$ cat src/rtl/alu_seq_pkg.sv
// Shared types for the ALU command sequencer: opcodes, command/response
// records and the control FSM states.
package alu_seq_pkg;

  // Tag width carried inside the command/response records. The top-level
  // TAG_W parameter must match this value.
  localparam int SEQ_TAG_W = 3;

  typedef enum logic [1:0] {
    OP_ADD  = 2'b00,
    OP_SUB  = 2'b01,
    OP_NOTA = 2'b10,
    OP_ORB  = 2'b11
  } opcode_e;

  typedef struct packed {
    opcode_e                opcode;
    logic [3:0]             a;
    logic [3:0]             b;
    logic [SEQ_TAG_W-1:0]   tag;
  } cmd_t;

  typedef struct packed {
    logic [4:0]             c;
    opcode_e                opcode;
    logic [SEQ_TAG_W-1:0]   tag;
  } rsp_t;

  typedef enum logic [1:0] {
    ST_IDLE   = 2'b00,
    ST_ACTIVE = 2'b01,
    ST_FLUSH  = 2'b10
  } seq_state_e;

endpackage

$ cat src/rtl/sync_fifo.sv
// Single-clock FIFO with occupancy count. A push while full is taken only
// when a pop happens on the same edge. clear empties the FIFO and drops any
// same-edge push.
module sync_fifo #(
  parameter int WIDTH = 8,
  parameter int DEPTH = 4
) (
  input  logic                   clk,
  input  logic                   reset,
  input  logic                   clear,
  input  logic                   push,
  input  logic                   pop,
  input  logic [WIDTH-1:0]       wr_data,
  output logic [WIDTH-1:0]       rd_data,
  output logic                   full,
  output logic                   empty,
  output logic [$clog2(DEPTH):0] count
);

  localparam int AW = $clog2(DEPTH);

  logic [WIDTH-1:0] mem [DEPTH];
  logic [AW-1:0]    wr_ptr;
  logic [AW-1:0]    rd_ptr;
  logic             do_push;
  logic             do_pop;

  assign full    = (count == (AW+1)'(DEPTH));
  assign empty   = (count == '0);
  assign do_pop  = pop && !empty;
  assign do_push = push && (!full || do_pop);
  assign rd_data = mem[rd_ptr];

  // Storage array; stale contents are harmless because the pointers reset.
  always_ff @(posedge clk) begin
    if (do_push) begin
      mem[wr_ptr] <= wr_data;
    end
  end

  // Pointer and occupancy bookkeeping.
  always_ff @(posedge clk) begin
    if (reset || clear) begin
      wr_ptr <= '0;
      rd_ptr <= '0;
      count  <= '0;
    end else begin
      if (do_push) begin
        wr_ptr <= wr_ptr + AW'(1);
      end
      if (do_pop) begin
        rd_ptr <= rd_ptr + AW'(1);
      end
      count <= count + (AW+1)'(do_push) - (AW+1)'(do_pop);
    end
  end

endmodule

$ cat src/rtl/alu_cmd_sequencer.sv
// Command-issue stage for the clocked 4-bit ALU. Buffers commands, drives
// the ALU inputs, follows each issued command through the ALU latency with a
// token pipeline and captures the result with its tag into a result FIFO.
// Issue is gated by a credit check so a captured result always has room.
//
// Both cmd_* and rsp_* use valid/ready: a transfer happens on a rising edge
// where valid and ready are both high; the sender holds valid and payload
// stable until that edge; ready never depends on valid in the same cycle.
module alu_cmd_sequencer
  import alu_seq_pkg::*;
#(
  parameter int DEPTH   = 4,
  parameter int ALU_LAT = 1,
  parameter int TAG_W   = SEQ_TAG_W
) (
  input  logic             clk,
  input  logic             reset,
  input  logic             flush,
  input  logic             cmd_valid,
  output logic             cmd_ready,
  input  logic [1:0]       cmd_opcode,
  input  logic [3:0]       cmd_a,
  input  logic [3:0]       cmd_b,
  input  logic [TAG_W-1:0] cmd_tag,
  output logic [1:0]       alu_opcode,
  output logic [3:0]       alu_a,
  output logic [3:0]       alu_b,
  input  logic [4:0]       alu_c,
  output logic             rsp_valid,
  input  logic             rsp_ready,
  output logic [4:0]       rsp_c,
  output logic [1:0]       rsp_opcode,
  output logic [TAG_W-1:0] rsp_tag,
  output logic             busy,
  output seq_state_e       dbg_state
);

  localparam int CNT_W = $clog2(DEPTH) + 1;
  localparam int NSTG  = ALU_LAT + 1;

  cmd_t             cmd_in;
  cmd_t             cmd_head;
  rsp_t             res_in;
  rsp_t             res_head;
  logic             cmd_full;
  logic             cmd_empty;
  logic             res_full;
  logic             res_empty;
  logic [CNT_W-1:0] cmd_count;
  logic [CNT_W-1:0] res_count;
  logic [CNT_W-1:0] inflight;
  logic [CNT_W-1:0] cmd_count_nxt;
  logic [CNT_W-1:0] res_count_nxt;
  logic [CNT_W-1:0] inflight_nxt;
  logic             accept;
  logic             issue;
  logic             capture;
  logic             rsp_pop;
  logic             credit_ok;
  logic             work_nxt;
  logic             pipe_vld [NSTG];
  opcode_e          pipe_op  [NSTG];
  logic [TAG_W-1:0] pipe_tag [NSTG];
  seq_state_e       state;

  assign cmd_in = '{opcode: opcode_e'(cmd_opcode), a: cmd_a, b: cmd_b, tag: cmd_tag};

  // A full command FIFO holds ready low even on a popping cycle.
  assign cmd_ready = !reset && !cmd_full;
  assign accept    = cmd_valid && cmd_ready;

  // Every in-flight token plus every buffered result owns one result slot.
  assign credit_ok = !res_full &&
                     (({1'b0, inflight} + {1'b0, res_count}) < (CNT_W+1)'(DEPTH));
  assign issue     = !cmd_empty && credit_ok && !flush && (state != ST_FLUSH);

  assign capture   = pipe_vld[NSTG-1];
  assign res_in    = '{c: alu_c, opcode: pipe_op[NSTG-1], tag: pipe_tag[NSTG-1]};

  assign rsp_valid  = !res_empty;
  assign rsp_pop    = rsp_valid && rsp_ready;
  assign rsp_c      = res_empty ? 5'd0  : res_head.c;
  assign rsp_opcode = res_empty ? 2'b00 : res_head.opcode;
  assign rsp_tag    = res_empty ? '0    : res_head.tag;

  // Occupancy after the coming edge, used for the registered busy flag.
  assign cmd_count_nxt = flush ? '0 : (cmd_count + CNT_W'(accept) - CNT_W'(issue));
  assign res_count_nxt = res_count + CNT_W'(capture) - CNT_W'(rsp_pop);
  assign inflight_nxt  = inflight + CNT_W'(issue) - CNT_W'(capture);
  assign work_nxt      = (cmd_count_nxt != '0) || (res_count_nxt != '0) ||
                         (inflight_nxt != '0);

  sync_fifo #(
    .WIDTH ($bits(cmd_t)),
    .DEPTH (DEPTH)
  ) u_cmd_fifo (
    .clk     (clk),
    .reset   (reset),
    .clear   (flush),
    .push    (accept),
    .pop     (issue),
    .wr_data (cmd_in),
    .rd_data (cmd_head),
    .full    (cmd_full),
    .empty   (cmd_empty),
    .count   (cmd_count)
  );

  sync_fifo #(
    .WIDTH ($bits(rsp_t)),
    .DEPTH (DEPTH)
  ) u_res_fifo (
    .clk     (clk),
    .reset   (reset),
    .clear   (1'b0),
    .push    (capture),
    .pop     (rsp_pop),
    .wr_data (res_in),
    .rd_data (res_head),
    .full    (res_full),
    .empty   (res_empty),
    .count   (res_count)
  );

  // ALU input drive: the FIFO head on an issue edge, zeros otherwise.
  always_ff @(posedge clk) begin
    if (reset) begin
      alu_opcode <= 2'b00;
      alu_a      <= 4'd0;
      alu_b      <= 4'd0;
    end else if (issue) begin
      alu_opcode <= cmd_head.opcode;
      alu_a      <= cmd_head.a;
      alu_b      <= cmd_head.b;
    end else begin
      alu_opcode <= 2'b00;
      alu_a      <= 4'd0;
      alu_b      <= 4'd0;
    end
  end

  // Token pipeline that lines each issued command up with its ALU result.
  always_ff @(posedge clk) begin
    if (reset) begin
      for (int i = 0; i < NSTG; i++) begin
        pipe_vld[i] <= 1'b0;
        pipe_op[i]  <= OP_ADD;
        pipe_tag[i] <= '0;
      end
      inflight <= '0;
    end else begin
      pipe_vld[0] <= issue;
      pipe_op[0]  <= cmd_head.opcode;
      pipe_tag[0] <= cmd_head.tag;
      for (int i = 1; i < NSTG; i++) begin
        pipe_vld[i] <= pipe_vld[i-1];
        pipe_op[i]  <= pipe_op[i-1];
        pipe_tag[i] <= pipe_tag[i-1];
      end
      inflight <= inflight_nxt;
    end
  end

  // Control FSM: tracks idle/active work and holds off issue during a flush.
  always_ff @(posedge clk) begin
    if (reset) begin
      state <= ST_IDLE;
      busy  <= 1'b0;
    end else begin
      busy <= work_nxt;
      case (state)
        ST_IDLE: begin
          if (flush)         state <= ST_FLUSH;
          else if (work_nxt) state <= ST_ACTIVE;
        end
        ST_ACTIVE: begin
          if (flush)          state <= ST_FLUSH;
          else if (!work_nxt) state <= ST_IDLE;
        end
        ST_FLUSH: begin
          if (!flush && (inflight == '0)) begin
            state <= work_nxt ? ST_ACTIVE : ST_IDLE;
          end
        end
        default: state <= ST_IDLE;
      endcase
    end
  end

  assign dbg_state = state;

endmodule

$ cat config.mk
export PLATFORM = sky130hd
export DESIGN_NAME = alu_cmd_sequencer
export DESIGN_NICKNAME = d
export VERILOG_FILES = /design/src/rtl/alu_seq_pkg.sv /design/src/rtl/sync_fifo.sv /design/src/rtl/alu_cmd_sequencer.sv
export SDC_FILE = /design/constraint.sdc
export NUM_CORES = 1
export LEC_CHECK = 0
export ABC_AREA = 1
export CAP_MARGIN = 30
export CORE_UTILIZATION = 45
export DETAILED_ROUTE_END_ITERATION = 8
export DONT_BUFFER_PORTS = 1
export GPL_TIMING_DRIVEN = 0
export PLACE_DENSITY = 0.65
export SYNTH_ARGS = -nofsm -noshare
export SYNTH_HDL_FRONTEND = slang
export SYNTH_HIERARCHICAL = 1
export SYNTH_SLANG_ARGS = --single-unit
export TNS_END_PERCENT = 10
$ cat constraint.sdc
create_clock -name clk -period 4.14 [get_ports clk]
set_clock_uncertainty 0.05 [all_clocks]
set_input_delay 0.828 -clock clk [delete_from_list [all_inputs] [get_ports clk]]
set_output_delay 0.828 -clock clk [all_outputs]
set_load 0.005 [all_outputs]
### After elaboration in Yosys (flattened, before gate mapping)

Memory sizes are Yosys's and may differ from the RTL's. A register that Yosys moved wholly into a read port is not among the register bits.
Index checks and enable logic that the tools add are counted.

* register bits: 30
* RAM bits: 104
* bits of input ports: 23
* output and inout bits: 25
* word-level logic and storage cells: 108
* memories: 5

Memories
* u_cmd_fifo.mem: words 4, bits a word 13, read ports 1, clocked after memory_dff 1, wr ports 1, RTL line sync_fifo.sv:22 `logic [WIDTH-1:0] mem [DEPTH];`
* u_res_fifo.mem: words 4, bits a word 10, read ports 1, clocked after memory_dff 1, wr ports 1, RTL line sync_fifo.sv:22
* pipe_tag: words 2, bits a word 3, read ports 2, clocked after memory_dff 0, wr ports 2, RTL line alu_cmd_sequencer.sv:63 `logic [TAG_W-1:0] pipe_tag [NSTG];`
* pipe_op: words 2, bits a word 2, read ports 2, clocked after memory_dff 0, wr ports 2, RTL line alu_cmd_sequencer.sv:62 `opcode_e pipe_op [NSTG];`
* pipe_vld: words 2, bits a word 1, read ports 2, clocked after memory_dff 0, wr ports 2, RTL line alu_cmd_sequencer.sv:61 `logic pipe_vld [NSTG];`

* add/subtract/negate cells: 15
* magnitude comparators: 1
* equality and inequality tests: 8
* mux-type cells: 28
* bitwise logic cells: 7
* reduce and logical (&&, ||, !) cells: 32

Operator list (number)
* 2-to-1 mux 2 bit: 12
* adder 3 x 1 -> 3 bit: 5
* subtractor 3 x 1 -> 3 bit: 5
* logical AND 1 bit: 12
* 2-to-1 mux 3 bit: 4
* 2-to-1 mux 1 bit: 10
* logical NOT 3 bit: 3
* nonzero test 3 bit: 3
* adder 2 x 1 -> 2 bit (second input constant): 4
* == test 3 bit (second input constant): 2
* logical NOT 1 bit: 6
* != test 3 bit (second input constant): 2
* bitwise OR 1 bit: 6
* case mux 2 bit (3 select lines): 1
* logical OR 1 bit: 5
* 2-to-1 mux 5 bit: 1
* adder 3 x 3 -> 4 bit: 1
* < comparator 4 x 3 -> 1 bit (second input constant): 1
* != test 2 bit (second input constant): 2
* AND reduction 3 bit: 1
* == test 2 x 1 -> 1 bit (second input constant): 1
* == test 2 bit (second input constant): 1
* logical NOT 2 bit: 1
* OR reduction 2 bit: 1
* inverter 1 bit: 1

### Depth between registers and ports, before layout

Gate-level depths: netlist (run 1).

* depth after elaboration: 14
* gate-level depth with buffers: 20
* gate-level depth less buffers: 20

### Modules after synthesis

Netlist (run 1), hierarchy kept.

By module, submodules not included
* sync_fifo (u_cmd_fifo): times used 1, cells an instance 196, area an instance 2451.1 um2, sequential area each 1741.7 um2
* sync_fifo (u_res_fifo): times used 1, cells an instance 167, area an instance 1986.9 um2, sequential area each 1381.3 um2
* alu_cmd_sequencer: times used 1, cells an instance 184, area an instance 1333.8 um2, sequential area each 560.5 um2

### Worst setup path before layout (run 1)

Ideal clock, no wire load.

* path type: input to register
* start: input port flush
* end: register state[0], in the netlist dbg_state[0]
* library setup time: 112 ps
* arrival: 2866 ps
* data required time: 3978 ps
* path slack: 1112 ps
* stages on the path: 17
* path buffers: 0
* cells stage by stage: nor4_4 -> nand3_2 -> inv_1 -> ha_1 -> inv_1 -> ha_1 -> inv_1 -> fa_1 -> inv_1 -> nor2_1 -> nand3_1 -> nand2_1 -> nand2_1 -> nand2_1 -> nand3_1 -> nor2_1 -> nor2_1

* word-level cells in the longest chain between the ends: 11

RTL lines
* start, declared: RTL line alu_cmd_sequencer.sv:18 `input logic flush,`
* logical NOT 1 bit (*): RTL line alu_cmd_sequencer.sv:75 `assign issue = !cmd_empty && credit_ok && !flush && (state != ST_FLUSH);`
* logical AND 1 bit (*) (2 in series): RTL line alu_cmd_sequencer.sv:75
* via issue: RTL line alu_cmd_sequencer.sv:56 `logic issue;`
* parallel branches: the longest is 4 deep, another holds adder 3 x 1 -> 3 bit
* logical OR 1 bit (*): RTL line alu_cmd_sequencer.sv:90 `assign work_nxt = (cmd_count_nxt != '0) || (res_count_nxt != '0) ||`
* 2-to-1 mux 1 bit: RTL line alu_cmd_sequencer.sv:182 `state <= work_nxt ? ST_ACTIVE : ST_IDLE;`
* 2-to-1 mux 2 bit: RTL line alu_cmd_sequencer.sv:181 `if (!flush && (inflight == '0)) begin`
* case mux 2 bit (3 select lines): RTL line alu_cmd_sequencer.sv:171 `case (state)`
* end signal, assigned: RTL line alu_cmd_sequencer.sv:182
* end, declared: RTL line alu_cmd_sequencer.sv:64 `seq_state_e state;`

Mark *: on every way through the listed nets, which the timed path passes. The select of a mux whose other input is x is not followed.
A chain may end at the register's enable or synchronous reset.

### Worst setup path in the final report (run 1)

* start: register u_res_fifo.count[1]
* end: register state[0], in the netlist dbg_state[0]

RTL lines
* start, declared: RTL line sync_fifo.sv:17 `output logic [$clog2(DEPTH):0] count`
* start signal, assigned: RTL line sync_fifo.sv:54 `count <= count + (AW+1)'(do_push) - (AW+1)'(do_pop);`
* logical NOT 3 bit (*): RTL line sync_fifo.sv:29 `assign empty = (count == '0);`
* via res_empty: RTL line alu_cmd_sequencer.sv:48 `logic res_empty;`
* logical NOT 1 bit (*): RTL line alu_cmd_sequencer.sv:80 `assign rsp_valid = !res_empty;`
* logical AND 1 bit (*): RTL line alu_cmd_sequencer.sv:81 `assign rsp_pop = rsp_valid && rsp_ready;`
* via rsp_pop: RTL line alu_cmd_sequencer.sv:58 `logic rsp_pop;`
* subtractor 3 x 1 -> 3 bit (*): RTL line alu_cmd_sequencer.sv:88 `assign res_count_nxt = res_count + CNT_W'(capture) - CNT_W'(rsp_pop);`
* nonzero test 3 bit (*): RTL line alu_cmd_sequencer.sv:90
* logical OR 1 bit (*) (2 in series): RTL line alu_cmd_sequencer.sv:90
* 2-to-1 mux 1 bit: RTL line alu_cmd_sequencer.sv:182
* 2-to-1 mux 2 bit: RTL line alu_cmd_sequencer.sv:181
* case mux 2 bit (3 select lines): RTL line alu_cmd_sequencer.sv:171

Mark *: on every way through the listed nets, which the timed path passes. The rest lies on a longest branch. The select of a mux whose other input is x is not followed.

==> results.md, run 1 <==
- Placed cell area: 6032 sq um
- Clock power share: 0.475
- Die footprint: 13,280 sq um
- Synth async-reset ratio: 0
- Primary FF master, synth: edfxtp_1
- Fin crit period: 3339 ps
- Global-route wire length before repair: 16,760 um
- Worst-margin pin slew: ~970 ps
- Fin crit share: 0.8066
- Fin area: 6603 sq um
- Hold Buf Count CTS: 0
- Outcome: completed
- Int Pwr: 2.405 mW
- Yosys reg bits: about 140
- Most common cell in the netlist: nor2_1
- Congestion Overflow GR: 0
- CP Class: reg2reg
- Routed vias: 3,708
- Final hold vios: 0
- Post-Syn Area: approximately 5800 sq um
- Number of setup buffers added after CTS: 0
- Clock sink total: around 140
- Main combinational cell family by area after synthesis: simple AND/OR/NAND/NOR gates
- Power Dens Cells: 456.4 nW/um^2
- Cts repair resizes: 0
- Drt pass-1 iters: 4
- Mux cell area share after synthesis: 0
- Horiz. Die Dim: approximately 120 um
- Average wire per cell in the routed design: 13.89 um
- Max-cap violations: 0
- Worst VDD drop: ~0.26 mV
- Commonest cells in the netlist: 109 x nor2_1, 92 x edfxtp_1, 86 x inv_1, 46 x dfxtp_1, 45 x nand2_1
- Mapped Cells: 547
- Setup TNS: 0 ps
- Leakage: 2.594 nW
- Synth Area in Adders: 0.05636
- Rows: 41
- H-tree depth: 4
- Clock slew at reported path FFs: roughly 60 ps
- Initial antenna violation count: 0
- Starting DRT DRC Count: 190
- Area delta synth->final: 14.39%
- Synth top area cells: edfxtp_1 48%, dfxtp_1 16%, nor2_1 7.1%
- Worst path arrival time: around 3600 ps
- Ys Warns: 6
- Max Buffers Root-to-Sink: 2
- Startpoint types: flop
- RePlAce Congestion: 0.7617
- Port Buffer Count: 0
- Highest clock rate: approximately 0.3 GHz
- Synth Area per Inst: about 11 sq um
- Initial Util: 0.4592
- Layout cell share with drive strength beyond 1: 0.1130
- Final Slew Violations: 0
- TritonCTS clock tree: yes
- Simple-Gate Fraction of Synth Area: 0.1489
- Sw Share: 0.2020
- GR Util All Layers: 0.1719
- Detailed placer's ending HPWL: 7049 um
- Nets: between 600 and 700
- Vias per cell: 4.905
- Post-Synth XOR/XNOR Area: 0.003035
- # fillers: 1,102
- Drt total wl: 10,500 um
- Antenna cells: 0
- Vias in the first global route: 3,606
- CP max FO: 10
- Switching power: around 0.6 mW
- Worst endpoint required time: around 4400 ps
- Sequential power share: 0.499
- Setup-failing EPs final: 0
- Total I/O pin count: 48
- Core area: 12,570 sq um
- Top-area cell type share of the netlist area: 0.4786
- Worst Setup End Kind: flop
- Yosys cell types: 32
- DRT antenna net count: 0
- CTS buffer count: 17
- Register area share after synthesis: 0.6382
- Largest net degree at the start of global routing: 17
- Post-synth EDFFs: 92
- Clk Latency, worst-skew pair: 410 ps
- Worst Hold Class: reg2reg
- Synth area leader: edfxtp_1
- Root buf cell: clkbuf_16
- Compound-gate portion of the synthesized area: 0.07739
- Drc violations: 0
- Headroom to the max-slew limit: 0.3516
- Logic gate share of total power: 0.027
- Syn nets: slightly below 600
- Die Y: 115.3 um
- RSZ-0062 raised after global routing: no
[power groups by stage]
| stage | clock network (mW) | logic [mW] | registers (mW) |
|---|---|---|---|
| detailed placement | 0 | 0.0804 | 1.53 |
| CTS | 1.46 | 0.0811 | 1.50 |
| global placement | 0 | 0.0749 | 1.53 |
| global route | 1.52 | 0.0925 | 1.50 |
| floorplan | 0 | 0.0625 | 1.53 |
| finish | 1.43 | 0.0802 | 1.50 |
[metal layers]
metal,wire (um),global-route usage,part of all wire,vias up
met2,5350,0.3016,0.51,90
met3,577,0.05535,0.055,23
li1,-,-,-,1848
met4,243,0.09351,0.023,0
met1,4332,0.1842,0.41,1747
met5,0,0,0,-
[logic make-up (layout without fill, tap and decap cells)]
| family | count (synthesis) | in the layout |
|---|---|---|
| other | 1 | 1 |
| xor gates and xnor gates | 2 | 2 |
| AOI/OAI and AO/OA | 83 | 83 |
| DFF | 138 | 138 |
| adders and majority gates | 23 | 23 |
| buffers and inverters | 107 | 144 |
| and+or+nand+nor | 193 | 193 |
[layout by cell type, fill, tap and decap left out, drive strengths merged]
| master | Yosys | layout |
|---|---|---|
| nor2 | 113 | 113 |
| inv | 92 | 94 |
| edfxtp | 92 | 92 |
| nand2 | 51 | 51 |
| dfxtp | 46 | 46 |
| o21ai | 46 | 46 |
| clkbuf | 5 | 26 |
| o22ai | 23 | 23 |
| nand3 | 21 | 21 |
| ha | 18 | 18 |
| buf | 10 | 15 |
| a21oi | 13 | 13 |
| fa | 5 | 5 |
| clkinvlp | 0 | 4 |
| nand3b | 3 | 3 |
| clkinv | 0 | 3 |
| bufinv | 0 | 2 |
| or2 | 2 | 2 |
| xor2 | 2 | 2 |
| nor4 | 1 | 1 |
| nor3 | 1 | 1 |
| o31ai | 1 | 1 |
| nor3b | 1 | 1 |
| conb | 1 | 1 |
[path summary, 6_finish.rpt]
path              depth (start not counted)             end           startpoint  slack [ps]
setup / recovery                         19    dbg_state[0]  u_res_fifo/count[1]         800
hold / removal                            2  pipe_tag[0][3]       pipe_tag[0][0]         350
setup reg to reg                         19    dbg_state[0]  u_res_fifo/count[1]         800
hold reg to reg                           2  pipe_tag[0][3]       pipe_tag[0][0]         350
[flip-flops by register name, indices dropped and copies added (netlist names), named ones only]
name and cells:
alu_b 4, u_res_fifo/mem 40, u_res_fifo/wr_ptr 2, dbg_state 2
u_cmd_fifo/wr_ptr 2, u_res_fifo/count 3, u_cmd_fifo/count 3, u_cmd_fifo/mem 52
busy 1, pipe_vld 2, u_res_fifo/rd_ptr 2, alu_opcode 2
pipe_tag 6, inflight 3, pipe_op 4, u_cmd_fifo/rd_ptr 2
alu_a 4
[worst max-delay path: stages, from the launching register on]
cell	delay [ps]
dfxtp_1	370
nor2_2	220
nand2_4	90
inv_1	100
clkbuf_1	390
nor2_1	240
ha_1	330
inv_1	40
ha_1	180
fa_1	430
inv_1	60
nand2_1	50
nor2_1	80
nand3_1	90
nor2_2	130
nand2_1	80
nand2_1	70
nand3_1	70
nor2_1	130
nor2_1	50
[final cells by class]
class,count,area [sq um],area share
flip-flops and latches,138,3684,0.5579
multi-input cells,302,1653,0.2503
clock buffers,21,440.4,0.06670
inverters,92,347.8,0.05268
well taps,172,215.2,0.03259
clock inverters,11,122.6,0.01857
plain buffers,15,87.58,0.01327
repair buffers,5,52.55,0.007959
[stage by stage]
step | std cells | power, mW | setup WS, ps | util | hold WS [ps]
6_report | 756 | 3.013 | 800.7 | 0.5253 | 352.7
5_1_grt | 756 | 3.113 | 481.4 | 0.5253 | 372.3
4_1_cts | 755 | 3.048 | 771.3 | 0.5247 | 354.6
3_5_place_dp | 723 | 1.612 | 790.1 | 0.4799 | 343.8
3_3_place_gp | 719 | 1.605 | 922.0 | 0.4764 | 340.8
2_1_floorplan | 547 | 1.591 | 1112 | - | 338.3
Note: power is estimated with default switching activity, not from simulation.
==> inputs of run 2 (changes only) <==
==> constraint.sdc (replaced) <==
create_clock -name clk -period 3.25 [get_ports clk]
set_clock_uncertainty 0.05 [all_clocks]
set_input_delay 0.65 -clock clk [delete_from_list [all_inputs] [get_ports clk]]
set_output_delay 0.65 -clock clk [all_outputs]
set_load 0.005 [all_outputs]
==> run 2 against run 1 <==
Net effect: critical path depth is 2 lower; worst setup slack got worse by 590 ps; core utilization is 0.67 points higher; die area unchanged; flip-flop and latch count unchanged; first-iteration DRC count increased by 1.1%; register-to-register slack worse by 590 ps; combinational power increased by 32%; sequential power is 27% higher; non-clock buffer count up 5; final cell count up 0.66%.
==> results.md, run 2 (synthesis gave the netlist of run 1 again) <==
- Root buf cell: clkbuf_16
- GR Util All Layers: 0.1719
- Final Slew Violations: 0
- Hold Slack: 279.3 ps
- Most frequent cells in the layout: 108 x nor2_1, 92 x edfxtp_1, 83 x inv_1
- Initial antenna violation count: 0
- Nets: slightly above 600
- Top Usage Layer GRT: met2
- Pwr Total: 3.838 mW
- RSZ-0062 raised after global routing: no
- Crit-path leading delay family: adder cells
- Worst endpoint required time: 3510 ps
- Slowest cell on crit path: fa_1
- Worst VDD drop: 0.3284 mV
- Headroom to the max-slew limit: 0.3531
- Port Buffer Count: 0
- Drt total wl: 10,620 um
- Crit path launch: u_res_fifo/count[2]
- Hold path start: cmd_a[3]
- Vias per cell: 4.908
- Die footprint: ~13,000 sq um
- Placed cells: between 700 and 800
- Antenna cells: 0
- Worst path arrival time: 3300 ps
- Total I/O pin count: 48
- CP bufs+invs: 2
- CTS buffer count: 17
- Power Dens Cells: 574.0 nW/um^2
- Worst Hold Class: in2reg
- Vias in the first global route: 3,603
- H-tree depth: 4
- Largest net degree at the start of global routing: 17
- Area delta synth->final: 15.85%
- Starting DRT DRC Count: 192
- Rows: 41
- Routed vias: 3,735
- Clock sink total: approximately 140
- Max-cap violations: 0
- TritonCTS clock tree: yes
- Most common cell after layout, fill and taps aside: nor2_1
- Horiz. Die Dim: 115.3 um
- Max Buffers Root-to-Sink: 2
- Core area: 12,570 sq um
- Non-filler cells, final: 761
- Die Y: ~120 um
- Met2 GRT Util: 0.3016
- Final hold vios: 0
- CP max FO: 6
- Drc violations: 0
- Average wire per cell in the routed design: 13.96 um
- Met1 Track Usage GR: 0.1842
- DRT antenna net count: 0
- Largest regs: u_cmd_fifo/mem: 52 flops, u_res_fifo/mem: 40 flops, pipe_tag: 6 flops
- Worst-margin pin slew: 966.8 ps
- Global-route wire length before repair: ~17,000 um
- Hold Buf Count CTS: 0
- Setup TNS: 0 ps
- CP Class: reg2reg
- Worst Setup End Kind: flop
- Crit-path cells: ha_1 -> nor4_4 -> nand3_2 -> ha_4 -> inv_1 -> ha_1 -> fa_1 -> inv_2 -> nand2_1 -> nor2_1 -> nand3_1 -> nor2_2 -> nand2_1 -> nand2_1 -> nand3_1 -> nor2_1 -> nor2_1
- Fin crit share: 0.9361
- Detailed placer's ending HPWL: 7049 um
- Setup-failing EPs final: 0
- Clk Latency, worst-skew pair: 410 ps
- Initial Util: 0.4592
- Startpoint types: flop
- Clock slew at reported path FFs: ~60 ps
- Worst reg2reg path startpoint: u_res_fifo/count[2]
- Drt pass-1 iters: 4
- Leakage: 2.625 nW
- Met3 Use GR: 0.05535
- Layout cell share with drive strength beyond 1: 0.1409
- Outcome: completed
- Most flop-heavy register: u_cmd_fifo/mem
- Congestion Overflow GR: 0
- RePlAce Congestion: 0.7617
- Highest clock rate: roughly 0.33 GHz
- Max reg flops: 52
- CP max stage delay: 440 ps
- Fin crit period: roughly 3000 ps
## run 2: stage by stage
| stage | utilization | setup slack (ps) | instance area (sq um) |
|---|---|---|---|
| floorplan | - | 362.5 | 5772 |
| global placement | 0.4764 | 32.05 | 5987 |
| detailed placement | 0.4799 | -99.94 | 6032 |
| CTS | 0.5245 | 49.81 | 6593 |
| global route | 0.5320 | 5.270 | 6686 |
| finish | 0.5320 | 207.6 | 6686 |
## run 2: repair_timing
item / in CTS / in global routing
buffers inserted: 0 / 6
resized for setup: 1 / 14
endpoints found under the setup margin: 1 / 1
pin swaps: 0 / 5
## run 2: worst paths after layout
check	end	slack [ps]	cells after the start
worst max-delay path	dbg_state[0]	210	17
worst min-delay path	u_cmd_fifo/mem[3][10]	280	0
worst max register to register	dbg_state[0]	210	17
worst min register to register	pipe_tag[0][3]	350	2
## run 2: layout make-up
type	count	area, sq um
Fill cell	1090	5882
Sequential cell	138	3697
Multi-Input combinational cell	302	1678
Clock buffer	21	440.4
Inverter	92	351.6
Tap cell	172	215.2
Clock inverter	11	122.6
Timing Repair Buffer	11	97.59
Buffer	14	83.83
## run 2: report_power, final
group	internal, mW	total [mW]	switching, mW
clock network	1.13	1.82	0.693
registers	1.90	1.91	0.0150
logic	0.0392	0.106	0.0672
total	3.06	3.84	0.775
## run 2: routing by layer
metal,routed length [um],vias to the layer above
met4,269,0
li1,-,1857
met3,573,25
met5,0,-
met1,4373,1759
met2,5408,94
==> inputs of run 3 (changes only) <==
--- a/config.mk
+++ b/config.mk
@@ -14,6 +14,5 @@
 export PLACE_DENSITY = 0.65
 export SYNTH_ARGS = -nofsm -noshare
 export SYNTH_HDL_FRONTEND = slang
-export SYNTH_HIERARCHICAL = 1
 export SYNTH_SLANG_ARGS = --single-unit
 export TNS_END_PERCENT = 10
==> run 3 against run 2 <==
Net effect: synthesized cell count fell by 7.3%; die area fell by 4.5%; via count fell by 8.0%; worst setup slack improved by 35 ps; critical path depth rose by 2; sequential power rose by 5%; non-clock buffer count fell by 4; final cell count fell by 9.2%; global-route usage rose by 0.64 points; design area fell by 4.4%; largest power group is now the clock network.
==> results.md, run 3 <==
- Synth async-reset ratio: 0
- GR Util All Layers: 0.1783
- Fin area: around 6400 sq um
- Worst VDD drop: 0.5348 mV
- Outcome: completed
- Largest net degree at the start of global routing: 17
- Initial Util: 0.4607
- Headroom to the max-slew limit: 0.3629
- Rows: 40
- Most common cell in the netlist: nor2_1
- H-tree depth: 4
- Hold Buf Count CTS: 0
- Crit path launch: u_res_fifo.count[2]
- R2R Path End: dbg_state[0]
- Setup TNS: 0 ps
- Die footprint: 12,690 sq um
- Synth top area cells: edfxtp_1 50%, dfxtp_1 17%, nor2_1 8.7%
- Most common cell after layout, fill and taps aside: nor2_1
- Fin crit period: 3007 ps
- Fin crit share: 0.9253
- Commonest cells in the netlist: 127 x nor2_1, 92 x edfxtp_1, 59 x inv_1, 54 x o21ai_0, 46 x dfxtp_1
- Worst-margin pin slew: 952.1 ps
- Nets: 577
- Register area share after synthesis: 0.6685
- Compound-gate portion of the synthesized area: 0.08901
- Post-synth EDFFs: 92
- Worst reg2reg path startpoint: u_res_fifo.count[2]
- Layout cell share with drive strength beyond 1: 0.1011
- Main combinational cell family by area after synthesis: simple AND/OR/NAND/NOR gates
- Global-route wire length before repair: approximately 17,000 um
- Horiz. Die Dim: 112.7 um
- CP Class: reg2reg
- Average wire per cell in the routed design: roughly 15 um
- Yosys cell types: 26
- RSZ-0062 raised after global routing: no
- Area delta synth->final: 15.99%
- Drc violations: 0
- Worst path arrival time: about 3300 ps
- Worst Setup EP: dbg_state[0]
- Simple-Gate Fraction of Synth Area: 0.1267
- Largest regs: u_cmd_fifo.mem: 52 flops, u_res_fifo.mem: 40 flops, pipe_tag: 6 flops
- Yosys reg bits: 138
- Total I/O pin count: 48
- Root buf cell: clkbuf_16
- Vias per cell: about 5
- Power Dens Cells: 729.9 nW/um^2
- Mux cell area share after synthesis: 0
- RePlAce Congestion: between 0.7 and 0.8
- Worst endpoint required time: around 3500 ps
- Congestion Overflow GR: 0
- Drt total wl: 10,370 um
- Most flop-heavy register: u_cmd_fifo.mem
- TritonCTS clock tree: yes
- Leakage: 2.458 nW
- Ys Warns: 0
- Top-area cell type share of the netlist area: 0.5014
- Register-to-Register Path Depth: 19
- Vias in the first global route: 3,420
- Antenna cells: 0
- Port Buffer Count: 0
- DRT antenna net count: 0
- Die Y: 112.7 um
- Initial antenna violation count: 0
- CTS buffer count: 17
- Synth area leader: edfxtp_1
- # fillers: a little over 1k
- Max Buffers Root-to-Sink: 2
- Worst Hold Class: in2reg
- Final hold vios: 0
- Max-cap violations: 0
- Final Slew Violations: 0
- Max reg flops: 52
- Startpoint types: flop
- Most frequent cells in the layout: 126 x nor2_1, 92 x edfxtp_1, 59 x inv_1
- Synth Area in Adders: 0.05904
- Post-Synth XOR/XNOR Area: 0.001589
- Detailed placer's ending HPWL: 6815 um
- R2R Setup Slk: 240 ps
- Non-filler cells, final: 691
- Mapped Cells: 507
- Clock sink total: approximately 140
- Clock slew at reported path FFs: 60 ps
- Highest clock rate: 0.3325 GHz
- Synth Area per Inst: around 11 sq um
- Core area: 11,960 sq um
- Placed cell area: 5736 sq um
- Primary FF master, synth: edfxtp_1
- Syn nets: roughly 550
- Drt pass-1 iters: 4
- CP max FO: 6
- Clk Latency, worst-skew pair: 420 ps
- Worst Setup End Kind: flop
- Placed cells: 658
- Post-Syn Area: 5510 sq um
- Starting DRT DRC Count: 216
- Final core utilization: 0.5343
- Setup-failing EPs final: 0
- Routed vias: 3,437
## run 3: cell count changes in the layout (fill, tap and decap cells not counted), moves of 6 or more
cell,previous run,this run
nand3_1,18,10
a21oi_2,0,7
nor2_1,108,126
clkbuf_1,7,13
inv_1,83,59
a21oi_1,13,26
buf_4,9,2
o22ai_1,23,2
o21ai_0,44,54
nand2_1,45,30
## run 3: worst max-delay path: stages, from the launching register on
cell     delay [ps]
dfxtp_2         350
ha_1            310
nor2_1           90
nand3_1         120
nor3_4          140
inv_1            90
ha_1            290
inv_1            40
ha_1            180
fa_1            420
inv_1            80
nand2_1          50
nor2_1          110
nand3_1         110
nor2_2          130
nand2_1          80
nand2_1          60
nand3_1          60
nor2_1          100
nor2_1           50
## run 3: worst min-delay path by stage
| stage | startpoint | end | slack [ps] | cells after the start |
|---|---|---|---|---|
| global route | cmd_a[1] | u_cmd_fifo.mem[1][8] | 250 | 0 |
| detailed placement | pipe_op[0][1] | pipe_op[0][3] | 340 | 2 |
| finish | cmd_tag[1] | u_cmd_fifo.mem[2][1] | 270 | 0 |
| global placement | pipe_vld[0][0] | pipe_vld[0][1] | 340 | 2 |
| CTS | cmd_a[1] | u_cmd_fifo.mem[1][8] | 250 | 0 |
| floorplan | pipe_op[0][0] | pipe_op[0][2] | 340 | 2 |
## run 3: what timing repair did
| item | 4_1_cts | 5_1_grt |
|---|---|---|
| resized for setup | 1 | 2 |
| endpoints found under the setup margin | 1 | 1 |
| pin swaps | 1 | 0 |
| setup buffers | 1 | 0 |
## run 3: metal layers
metal	wire length (um)	GRT usage
met1	4371	0.1996
met2	5176	0.2984
met3	627	0.06965
met4	195	0.08533
met5	0	0
## run 3: logic make-up after synthesis
group / Yosys count
simple gates: 175
buf+inv: 78
compound gates: 92
xor+xnor: 1
flops: 138
fa+ha+maj: 23
## run 3: layout make-up
type / instances / area (sq um) / share of cell area
Clock buffer: 19 / 442.9 / 0.06930
Clock inverter: 13 / 200.2 / 0.03132
Timing Repair Buffer: 5 / 48.80 / 0.007635
Tap cell: 147 / 183.9 / 0.02878
Buffer: 16 / 71.32 / 0.01116
Sequential cell: 138 / 3686 / 0.5767
Inverter: 62 / 232.7 / 0.03641
Multi-Input combinational cell: 291 / 1525 / 0.2386
## run 3: power by group
| part | internal, mW | switching (mW) |
|---|---|---|
| Clock | 1.37 | 0.700 |
| Sequential | 1.95 | 0.0536 |
| Combinational | 0.192 | 0.399 |
## run 3: through the flow
| step | hold WS, ps | setup slack [ps] | power [mW] |
|---|---|---|---|
| floorplan | 338.3 | 255.8 | 2.462 |
| global placement | 342.0 | -24.32 | 2.594 |
| detailed placement | 343.3 | -121.4 | 2.622 |
| CTS | 252.4 | 105.7 | 4.705 |
| global route | 245.0 | 11.96 | 4.867 |
| finish | 271.5 | 242.8 | 4.665 |
